`config.mk`:
```
export PLATFORM = sky130hd
export DESIGN_NAME = gray_counter_param
export DESIGN_NICKNAME = d
export VERILOG_FILES = /design/src/rtl/gray_pkg.sv /design/src/rtl/gray2bin_conv.sv /design/src/rtl/gray_counter_param.sv
export SDC_FILE = /design/constraint.sdc
export NUM_CORES = 1
export LEC_CHECK = 0
export ABC_AREA = 1
export CAP_MARGIN = 40
export CORE_AREA = 4 4 41 43
export CTS_BUF_LIST = sky130_fd_sc_hd__clkbuf_8
export DETAILED_ROUTE_END_ITERATION = 8
export DIE_AREA = 0 0 45 47
export GPL_TIMING_DRIVEN = 0
export PLACE_DENSITY = 0.77
export SLEW_MARGIN = 20
export SYNTH_ARGS = -nofsm -noshare
export SYNTH_HDL_FRONTEND = slang
export SYNTH_SLANG_ARGS = --single-unit
```
`constraint.sdc`:
```
create_clock -name clk -period 2.61 [get_ports clk]
set_clock_uncertainty 0.1 [all_clocks]
set_input_delay 0.522 -clock clk [delete_from_list [all_inputs] [get_ports clk]]
set_output_delay 0.522 -clock clk [all_outputs]
set_load 0.05 [all_outputs]
```
`src/rtl/gray_pkg.sv`:
```
// Gray/binary conversion helpers shared by the counter and the async FIFO pointers.
// Latency: pure functions, no state.
// Backpressure: not applicable; callers zero-extend narrower values to GRAY_MAX_W.
package gray_pkg;

    // Widest pointer/counter any user of these helpers is expected to need.
    localparam int GRAY_MAX_W = 16;

    typedef logic [GRAY_MAX_W-1:0] gword_t;

    // Binary to Gray: each bit is the XOR of itself and the next higher bit.
    function automatic gword_t bin2gray(input gword_t b);
        return b ^ (b >> 1);
    endfunction

    // Gray to binary: prefix XOR running down from the MSB. Zero upper bits
    // contribute nothing, so a zero-extended narrow value converts correctly.
    function automatic gword_t gray2bin(input gword_t g);
        gword_t b;
        b[GRAY_MAX_W-1] = g[GRAY_MAX_W-1];
        for (int i = GRAY_MAX_W - 2; i >= 0; i--) begin
            b[i] = b[i+1] ^ g[i];
        end
        return b;
    endfunction

endpackage

```
`src/rtl/gray2bin_conv.sv`:
```
// Width-parametrised Gray-to-binary converter.
// Latency: purely combinational, zero cycles.
// Backpressure: none; output follows input continuously.
module gray2bin_conv
    import gray_pkg::*;
#(
    parameter int WIDTH = 4
) (
    input  logic [WIDTH-1:0] gray_i,
    output logic [WIDTH-1:0] bin_o
);

    gword_t gray_ext;
    gword_t bin_ext;

    // Widen to the package word, convert, and keep only the live bits.
    always_comb begin
        gray_ext              = '0;
        gray_ext[WIDTH-1:0]   = gray_i;
        bin_ext               = gray2bin(gray_ext);
        bin_o                 = bin_ext[WIDTH-1:0];
    end

endmodule

```
`src/rtl/gray_counter_param.sv`:
```
// Up/down Gray counter with load, wrap-or-saturate ends and terminal-count flag.
// Latency: one clk from en/load/reset to registered gray_count and bin_count.
// Backpressure: none; en steps once per clk, tc is combinational from state and inputs.
module gray_counter_param
    import gray_pkg::*;
#(
    parameter int          WIDTH     = 4,
    parameter int unsigned SATURATE  = 0,
    parameter int unsigned RESET_VAL = 0
) (
    input  logic             clk,
    input  logic             reset,
    input  logic             en,
    input  logic             up_dn,
    input  logic             load,
    input  logic [WIDTH-1:0] load_gray,
    output logic [WIDTH-1:0] gray_count,
    output logic [WIDTH-1:0] bin_count,
    output logic             tc
);

    localparam logic [WIDTH-1:0] MAX_VAL  = '1;
    localparam logic [WIDTH-1:0] RST_BIN  = WIDTH'(RESET_VAL);
    localparam logic [WIDTH-1:0] RST_GRAY = RST_BIN ^ (RST_BIN >> 1);

    logic [WIDTH-1:0] bin_q,  bin_d;
    logic [WIDTH-1:0] gray_q, gray_d;
    logic [WIDTH-1:0] load_bin;
    logic [WIDTH-1:0] step_bin;
    logic             at_max;
    logic             at_zero;
    gword_t           step_ext;
    gword_t           step_gray_ext;

    // Load value arrives Gray-coded; the binary view needs the converted form.
    gray2bin_conv #(
        .WIDTH (WIDTH)
    ) u_load_conv (
        .gray_i (load_gray),
        .bin_o  (load_bin)
    );

    assign at_max  = (bin_q == MAX_VAL);
    assign at_zero = (bin_q == '0);

    // Terminal count: an enabled, non-load step about to cross (or sit on) an end.
    assign tc = en & ~load & ((up_dn & at_max) | (~up_dn & at_zero));

    // Next-state selection: load beats en, en beats hold; saturate freezes at the ends.
    always_comb begin
        step_bin      = up_dn ? (bin_q + WIDTH'(1)) : (bin_q - WIDTH'(1));
        step_ext      = '0;
        step_ext[WIDTH-1:0] = step_bin;
        step_gray_ext = bin2gray(step_ext);

        bin_d  = bin_q;
        gray_d = gray_q;
        if (load) begin
            bin_d  = load_bin;
            gray_d = load_gray;
        end else if (en && !((SATURATE != 0) && tc)) begin
            bin_d  = step_bin;
            gray_d = step_gray_ext[WIDTH-1:0];
        end
    end

    // Both views update on the same edge so they never disagree.
    always_ff @(posedge clk) begin
        if (reset) begin
            bin_q  <= RST_BIN;
            gray_q <= RST_GRAY;
        end else begin
            bin_q  <= bin_d;
            gray_q <= gray_d;
        end
    end

    assign gray_count = gray_q;
    assign bin_count  = bin_q;

endmodule

```
==> results of run 1 <==
metal layers:
layer	up-vias	share of wire, %	track usage [%]
li1	310	-	-
met1	272	43	18.0
met2	17	48	23.4
met3	3	6.7	6.13
met4	0	1.6	8.77
met5	-	0	0
flip-flops by register name, summed over array words and instances, names as in the netlist:
name / flops
bin_count: 4
gray_count: 3
path summary, 6_finish.rpt:
check                             startpoint                    endpoint  slack, ns  depth (start not counted)
setup / recovery                          en                          tc       0.29                          4
setup reg to reg   bin_count[0]$_SDFFE_PP0P_   bin_count[2]$_SDFFE_PP0P_       1.01                          6
hold / removal    gray_count[2]$_SDFFE_PP0P_  gray_count[2]$_SDFFE_PP0P_       0.47                          2
hold reg to reg   gray_count[2]$_SDFFE_PP0P_  gray_count[2]$_SDFFE_PP0P_       0.47                          2
cell usage after synthesis (all sizes together):
cell / count / share of area [%]
buf: 2 / 3.1
xor2: 1 / 1.5
dfxtp: 7 / 23
a22oi: 4 / 5.0
a41oi: 1 / 1.5
o211ai: 1 / 1.3
nor3: 4 / 3.3
ha: 2 / 4.2
fa: 1 / 3.3
a31oi: 1 / 1.0
inv: 16 / 10
nand2: 19 / 15
nand3: 8 / 12
or2: 2 / 2.5
nor2: 5 / 4.0
a21oi: 4 / 4.6
o21ai: 3 / 2.5
o31ai: 1 / 1.3
worst max-delay path, cell delays in order:
cell and delay [ns]:
clkdlybuf4s50_1 0.57, nand2_4 0.10, nor3_1 0.20, clkbuf_2 0.31
power breakdown:
part	switching, µW	internal, µW	total [µW]
Clock	47.0	102	149
Sequential	12.6	118	131
Combinational	112	68.5	181
Total	172	288	460
per-stage QoR:
stage | setup slack, ns | instance area, µm²
floorplan | 0.0205 | 598
global placement | -0.215 | 777
detailed placement | -0.231 | 777
CTS | 0.0541 | 821
global route | 0.195 | 817
finish | 0.290 | 817
cells by family after synthesis:
group	count (synthesis)	synth area share, %
AOI/OAI and AO/OA	15	17.2
xor gates and xnor gates	1	1.46
adders and majority gates	3	7.53
buffers and inverters	18	13.6
DFF	7	23.4
and+or+nand+nor	38	36.8
cell type report:
class	instances	area, µm²
multi-input combinational	57	377
clock inverter	1	3.75
timing repair buffer	16	155
sequential	7	140
fill	118	484
clock buffer	3	41.3
tap	15	18.8
inverter	16	62.6
buffer	2	18.8
repair_timing:
| action | CTS | global route |
|---|---|---|
| resized for setup | 1 | 3 |
| buffers inserted | 0 | 0 |
| setup endpoints to repair | 1 | 1 |
| hold buffers | 0 | 0 |
==> flow_metrics.env, run 1 <==
export IMPL_max_slew_margin_rel_pct=65.3
export IMPL_drc=0
export IMPL_post_route_period_util_pct=88.9
export IMPL_fin_hold_ws_ns=0.471
export IMPL_layout_drive_gt1_share_pct=25.5
export IMPL_hp_class="flip-flop to flip-flop"
export IMPL_cap_violations=0
export IMPL_gr_total_overflow=0
export IMPL_layout_common_cells="clkdlybuf4s50_1 (15), inv_1 (14), nand2_1 (13)"
export IMPL_avgSynthCellArea_um2=7.29
export IMPL_synth_warnings=0
export IMPL_hold_viol_final=0
export IMPL_fin_util_pct=62.8
export IMPL_portBuffers=16
export IMPL_rows=13
export IMPL_nets=115
export IMPL_critPathCaptureType="output port"
export IMPL_initial_utilization_pct=46.0
export IMPL_first_pass_iters=4
export IMPL_cts_tree="built"
export IMPL_cp_required_ns=1.99
export IMPL_ir_drop_v=0.000290
export IMPL_die_w_um=45
export IMPL_cellLeakagePower_uw=0.000393
export IMPL_synthCells=82
export IMPL_cts_path_max_buffers=2
export IMPL_grt_pass1_wl_um=2260
export IMPL_dieArea_um2=2120
export IMPL_cp_arrival_ns=1.70
export IMPL_syn_num_nets=94
export IMPL_syn2layout_area_growth_pct=36.6
export IMPL_vias=602
export IMPL_final_min_clock_period_ns=2.32
export IMPL_syn_area_um2=598
export IMPL_antenna_found_initial=0
export IMPL_cts_sinks=7
export IMPL_ys_types=28
export IMPL_cts_inserted_buffers=3
export IMPL_cp_max_fo=6
export IMPL_die_h_um=47
export IMPL_power_total_uw=460
export IMPL_grt_max_degree=10
export IMPL_grt_pass1_vias=532
export IMPL_status="complete, no violations"
export IMPL_mostFrequentLayoutCell="clkdlybuf4s50_1"
export IMPL_root_buffer="clkbuf_8"
export IMPL_critical_path_class="input port to output port"
export IMPL_drt_total_wl_um=1330
export IMPL_stdcell_count=117
export IMPL_rsz0062_at_grt="no"
export IMPL_gp_congestion=0.832
export IMPL_slew_viol_final=0
export IMPL_post_drt_wl_per_cell_um=11.4
export IMPL_power_per_cell_area_nw_per_um2=563
export IMPL_clk_latency_ns=0.23
export IMPL_cts_max_level=1
export IMPL_grt_use_total_pct=15.2
export IMPL_ys_ff_latch=7
export IMPL_setup_violations=0
export IMPL_hpwl_um=1110
export IMPL_ios=18
export IMPL_finalSetupTns_ns=0
export IMPL_ant_nets=0
export IMPL_fp_coreArea_um2=1300
export IMPL_viasPerCell=5.15
export IMPL_worst_pin_slew_ns=0.518
export IMPL_clk_pin_slew_ns=0.04
export IMPL_dp_cells=113
export IMPL_drt_initial_drc_count=15
export IMPL_antennaDiodeCount=0
export IMPL_fmax_mhz=431
export IMPL_ys_seq_area_share_pct=23.4
export IMPL_startpoint_type="input port"
(Power assumes the default switching activity.)
==> inputs of run 2 (changes only) <==
--- a/config.mk
+++ b/config.mk
@@ -13,6 +13,7 @@
 export DIE_AREA = 0 0 45 47
 export GPL_TIMING_DRIVEN = 0
 export PLACE_DENSITY = 0.77
+export REMOVE_ABC_BUFFERS = 1
 export SLEW_MARGIN = 20
 export SYNTH_ARGS = -nofsm -noshare
 export SYNTH_HDL_FRONTEND = slang
==> run 2 against run 1 <==
Worst hold slack about the same. Register-to-register slack about the same. Wire length increased by 2.6%. Largest cell class unchanged. Power decreased by 0.13%. Global-route usage decreased by 0.091 points. Worst setup slack got worse by 0.075 ns. Fmax decreased by 3.1%. Sequential share of layout area unchanged. Non-clock buffer count decreased by 1. Count of clock-buffer cells in the layout unchanged. Clock power about the same. Via count increased by 2.7%.
==> flow_metrics.env, run 2 (synthesis gave the netlist of run 1 again) <==
export IMPL_status="complete, no violations"
export IMPL_cp_arrival_ns=1.77
export IMPL_nets=114
export IMPL_startpoint_type="input port"
export IMPL_p_seq_share_pct=28.3
export IMPL_power_per_cell_area_nw_per_um2=562
export IMPL_ant_nets=0
export IMPL_place_area_um2=768
export IMPL_cts_path_max_buffers=2
export IMPL_design_area_um2=817
export IMPL_hp_class="flip-flop to flip-flop"
export IMPL_regArea_um2=140
export IMPL_critPathCaptureType="output port"
export IMPL_critical_path_class="input port to output port"
export IMPL_dp_cells=112
export IMPL_portBuffers=17
export IMPL_largest_register_ffs=4
export IMPL_switching_share_pct=37.5
export IMPL_syn2layout_area_growth_pct=36.6
export IMPL_fin_hold_ws_ns=0.471
export IMPL_dieArea_um2=2120
export IMPL_drc=0
export IMPL_cts_max_level=1
export IMPL_ir_drop_v=0.000450
export IMPL_antenna_found_initial=0
export IMPL_cap_violations=0
export IMPL_clk_pin_slew_ns=0.04
export IMPL_cts_tree="built"
export IMPL_die_h_um=47
export IMPL_setup_violations=0
export IMPL_grt_pass1_wl_um=2260
export IMPL_crit_family="buffers and inverters"
export IMPL_root_buffer="clkbuf_8"
export IMPL_fillers=123
export IMPL_post_drt_wl_per_cell_um=11.8
export IMPL_max_slew_margin_rel_pct=66.7
export IMPL_fp_coreArea_um2=1300
export IMPL_crit_slowest_cell="clkdlybuf4s50_1"
export IMPL_grt_max_degree=10
export IMPL_layout_drive_gt1_share_pct=23.8
export IMPL_cts_sinks=7
export IMPL_hpwl_um=1110
export IMPL_drt_initial_drc_count=15
export IMPL_power_total_uw=459
export IMPL_path_cells="clkdlybuf4s50_1 -> nand2_4 -> nor3_1 -> clkdlybuf4s15_2"
export IMPL_stdcell_count=116
export IMPL_slew_viol_final=0
export IMPL_initial_utilization_pct=46.0
export IMPL_worst_pin_slew_ns=0.498
export IMPL_rows=13
export IMPL_ios=18
export IMPL_p_int_uw=287
export IMPL_cts_setup_buffers=0
export IMPL_gp_congestion=0.794
export IMPL_multi_input_area_um2=377
export IMPL_mostFrequentLayoutCell="clkdlybuf4s50_1"
export IMPL_rsz0062_at_grt="no"
export IMPL_slowest_delay_ns=0.57
export IMPL_switchingPower_uw=172
export IMPL_vias=618
export IMPL_grt_use_total_pct=15.1
export IMPL_grt_pass1_vias=512
export IMPL_cp_num_buf_inv=2
export IMPL_fmax_mhz=418
export IMPL_drt_total_wl_um=1370
export IMPL_cp_required_ns=1.99
export IMPL_first_pass_iters=4
export IMPL_cts_inserted_buffers=3
export IMPL_layout_common_cells="clkdlybuf4s50_1 (15), inv_1 (14), nand2_1 (13)"
export IMPL_clkPwrFrac_pct=32.4
export IMPL_clk_latency_ns=0.23
export IMPL_hold_viol_final=0
export IMPL_cellLeakagePower_uw=0.000394
export IMPL_cp_max_fo=6
export IMPL_finalSetupTns_ns=0
export IMPL_post_route_period_util_pct=91.8
export IMPL_die_w_um=45
export IMPL_ctsHoldBuffers=0
export IMPL_gr_total_overflow=0
export IMPL_p_comb_share_pct=39.2
export IMPL_viasPerCell=5.33
export IMPL_antennaDiodeCount=0
export IMPL_final_min_clock_period_ns=2.40
## run 2: cell count changes in the layout (fill, tap and decap cells not counted)
cell / before / now
buf_4: 1 / 0
buf_6: 1 / 0
clkbuf_2: 1 / 0
clkdlybuf4s15_2: 0 / 1
dlymetal6s2s_1: 0 / 1
## run 2: power groups by stage
stage	sequential (µW)	clock [µW]	combinational, µW
final	130	149	180
after global routing	132	163	197
after CTS	130	152	181
after floorplan	169	0	86.1
after detailed placement	132	0	181
after global placement	132	0	177
## run 2: path summary, 6_finish.rpt
| path | startpoint | end | slack, ns | cells past startpoint |
|---|---|---|---|---|
| min | gray_count[2]$_SDFFE_PP0P_ | gray_count[2]$_SDFFE_PP0P_ | 0.47 | 2 |
| max | en | tc | 0.21 | 4 |
| min reg2reg | gray_count[2]$_SDFFE_PP0P_ | gray_count[2]$_SDFFE_PP0P_ | 0.47 | 2 |
| max reg2reg | bin_count[0]$_SDFFE_PP0P_ | gray_count[2]$_SDFFE_PP0P_ | 1.00 | 6 |
## run 2: worst register-to-register path: stages, from the launching register on
cell and delay (ns):
dfxtp_1 0.37, fa_1 0.42, xor2_1 0.29, inv_2 0.09
nand3_2 0.09, nand3_2 0.08, a21oi_2 0.11
## run 2: per-stage QoR
stage | util, % | worst slack (ns)
after floorplan | - | -0.320
after global placement | 59.0 | -0.383
after detailed placement | 59.0 | -0.401
after CTS | 62.6 | 0.0302
after global routing | 62.8 | 0.0843
final | 62.8 | 0.215
## run 2: cell type report
class,instances,share of cell area (%)
Clock buffer,3,5.05
Clock inverter,1,0.459
Inverter,16,7.66
Multi-Input combinational cell,57,46.1
Sequential cell,7,17.2
Tap cell,15,2.30
Timing Repair Buffer,17,21.3
## run 2: what timing repair did
| action | 4_1_cts | 5_1_grt |
|---|---|---|
| resized for setup | 4 | 1 |
| setup endpoints to repair | 1 | 1 |
| endpoints found under the hold margin | 0 | 0 |
## run 2: routing by layer
metal,GRT usage (%),vias to the layer above,wire [µm]
met4,7.02,0,20
li1,-,311,-
met2,22.0,17,663
met1,19.8,288,605
met5,0,-,0
met3,5.75,2,80
==> inputs of run 3 (changes only) <==
==> constraint.sdc (replaced) <==
create_clock -name clk -period 2.61 [get_ports clk]
set_clock_uncertainty 0.1 [all_clocks]
set_input_delay 0.3915 -clock clk [delete_from_list [all_inputs] [get_ports clk]]
set_output_delay 0.3915 -clock clk [all_outputs]
set_load 0.05 [all_outputs]
==> run 3 against run 2 <==
Power about the same. First-iteration DRC count is the same. Register-to-register slack is essentially flat.
==> flow_metrics.env, run 3 (synthesis gave the netlist of run 1 again) <==
export IMPL_cp_max_fo=9
export IMPL_met2_usage_pct=22.0
export IMPL_cts_path_max_buffers=2
export IMPL_nets=114
export IMPL_grt_met1_usage_pct=19.5
export IMPL_ios=18
export IMPL_stdcell_count=116
export IMPL_reg2reg_depth=6
export IMPL_antennaDiodeCount=0
export IMPL_crit_family="buffers and inverters"
export IMPL_cts_tree="built"
export IMPL_portBuffers=17
export IMPL_cellLeakagePower_uw=0.000389
export IMPL_ir_drop_v=0.000450
export IMPL_worst_pin_slew_ns=0.498
export IMPL_clk_pin_slew_ns=0.04
export IMPL_min_to="gray_count[2]$_SDFFE_PP0P_"
export IMPL_layout_drive_gt1_share_pct=22.8
export IMPL_critical_path_class="input port to output port"
export IMPL_hp_start="gray_count[2]$_SDFFE_PP0P_"
export IMPL_startpoint_type="input port"
export IMPL_rsz0062_at_grt="no"
export IMPL_die_h_um=47
export IMPL_post_route_period_util_pct=93.9
export IMPL_root_buffer="clkbuf_8"
export IMPL_hold_path_depth=2
export IMPL_regToRegStartpoint="bin_count[0]$_SDFFE_PP0P_"
export IMPL_fmax_mhz=408
export IMPL_grt_use_total_pct=15.1
export IMPL_path_cells="clkdlybuf4s50_1 -> inv_4 -> nand2_4 -> nor3_1 -> dlygate4sd2_1"
export IMPL_gr_total_overflow=0
export IMPL_layout_common_cells="clkdlybuf4s50_1 (16), inv_1 (14), nand2_1 (13)"
export IMPL_cts_max_level=1
export IMPL_cap_violations=0
export IMPL_mostFrequentLayoutCell="clkdlybuf4s50_1"
export IMPL_status="complete, no violations"
export IMPL_post_drt_wl_per_cell_um=11.8
export IMPL_rows=13
export IMPL_initial_utilization_pct=46.0
export IMPL_viasPerCell=5.31
export IMPL_grt_pass1_vias=509
export IMPL_fin_hold_ws_ns=0.471
export IMPL_ff2ff_setup_slack_ns=1.00
export IMPL_grt_max_degree=10
export IMPL_drc=0
export IMPL_drt_initial_drc_count=15
export IMPL_fin_util_pct=62.4
export IMPL_gr_max_usage_layer="met2"
export IMPL_grt_pass1_wl_um=2240
export IMPL_finalSetupTns_ns=0
export IMPL_largest_register_ffs=4
export IMPL_slowest_delay_ns=0.62
export IMPL_timing_rr_end="gray_count[2]$_SDFFE_PP0P_"
export IMPL_cts_inserted_buffers=3
export IMPL_vias=616
export IMPL_antenna_found_initial=0
export IMPL_fillers=126
export IMPL_final_min_clock_period_ns=2.45
export IMPL_power_total_uw=459
export IMPL_power_per_cell_area_nw_per_um2=565
export IMPL_setup_violations=0
export IMPL_use_met3_pct=5.75
export IMPL_die_w_um=45
export IMPL_cts_sinks=7
export IMPL_slew_viol_final=0
export IMPL_hp_class="flip-flop to flip-flop"
export IMPL_ctsHoldBuffers=0
export IMPL_fp_coreArea_um2=1300
export IMPL_cp_required_ns=2.12
export IMPL_hpwl_um=1110
export IMPL_first_pass_iters=4
export IMPL_max_slew_margin_rel_pct=66.7
export IMPL_crit_slowest_cell="clkdlybuf4s50_1"
export IMPL_syn2layout_area_growth_pct=35.8
export IMPL_dieArea_um2=2120
export IMPL_hold_viol_final=0
export IMPL_clk_latency_ns=0.23
export IMPL_critPathCaptureType="output port"
export IMPL_cp_arrival_ns=1.96
export IMPL_gp_congestion=0.794
export IMPL_dp_cells=112
export IMPL_ant_nets=0
export IMPL_drt_total_wl_um=1370
export IMPL_cp_num_buf_inv=3
[run 3: report_power, final]
group	internal, µW	switching (µW)
Clock	102	47.3
Combinational	67.1	113
Sequential	118	12.2
[run 3: area by class of cell]
| cell class | instances | area (µm²) | share of cell area (%) |
|---|---|---|---|
| clock buffer | 3 | 41.3 | 5.08 |
| sequential | 7 | 140 | 17.3 |
| clock inverter | 1 | 3.75 | 0.462 |
| timing repair buffer | 17 | 169 | 20.8 |
| inverter | 16 | 62.6 | 7.70 |
| tap | 15 | 18.8 | 2.31 |
| multi-input combinational | 57 | 377 | 46.4 |
[run 3: worst max path at each step]
stage                              start  to  cells after the start
2_1_floorplan  bin_count[3]$_SDFFE_PP0P_  tc                      2
3_3_place_gp                        load  tc                      5
3_5_place_dp                        load  tc                      5
4_1_cts                             load  tc                      5
5_1_grt                             load  tc                      5
6_report                            load  tc                      5
[run 3: per-layer routing]
metal,vias to the layer above,routed length [µm],part of all wire [%]
met2,17,660,48
li1,311,-,-
met1,286,604,44
met4,0,20,1.5
met3,2,80,5.9
met5,-,0,0
[run 3: worst reg2reg max path: cells and delay by family (launching register included)]
| family | cells | cell delay (ns) |
|---|---|---|
| AO/OA/AOI/OAI | 1 | 0.11 |
| buffers and inverters | 1 | 0.09 |
| adder cells (fa/ha/maj) | 1 | 0.42 |
| AND/OR/NAND/NOR | 2 | 0.17 |
| flip-flops | 1 | 0.37 |
| XOR/XNOR | 1 | 0.29 |
[run 3: timing repair]
| action | 4_1_cts | 5_1_grt |
|---|---|---|
| gates resized for setup | 1 | 0 |
| endpoints found under the setup margin | 1 | 0 |
| buffers inserted | 0 | 0 |
[run 3: metrics by stage]
step	cell area [µm²]	setup WS, ns
finish	812	0.159
global route	812	0.0541
CTS	812	0.149
detailed placement	768	-0.140
global placement	768	-0.122
floorplan	579	-0.190
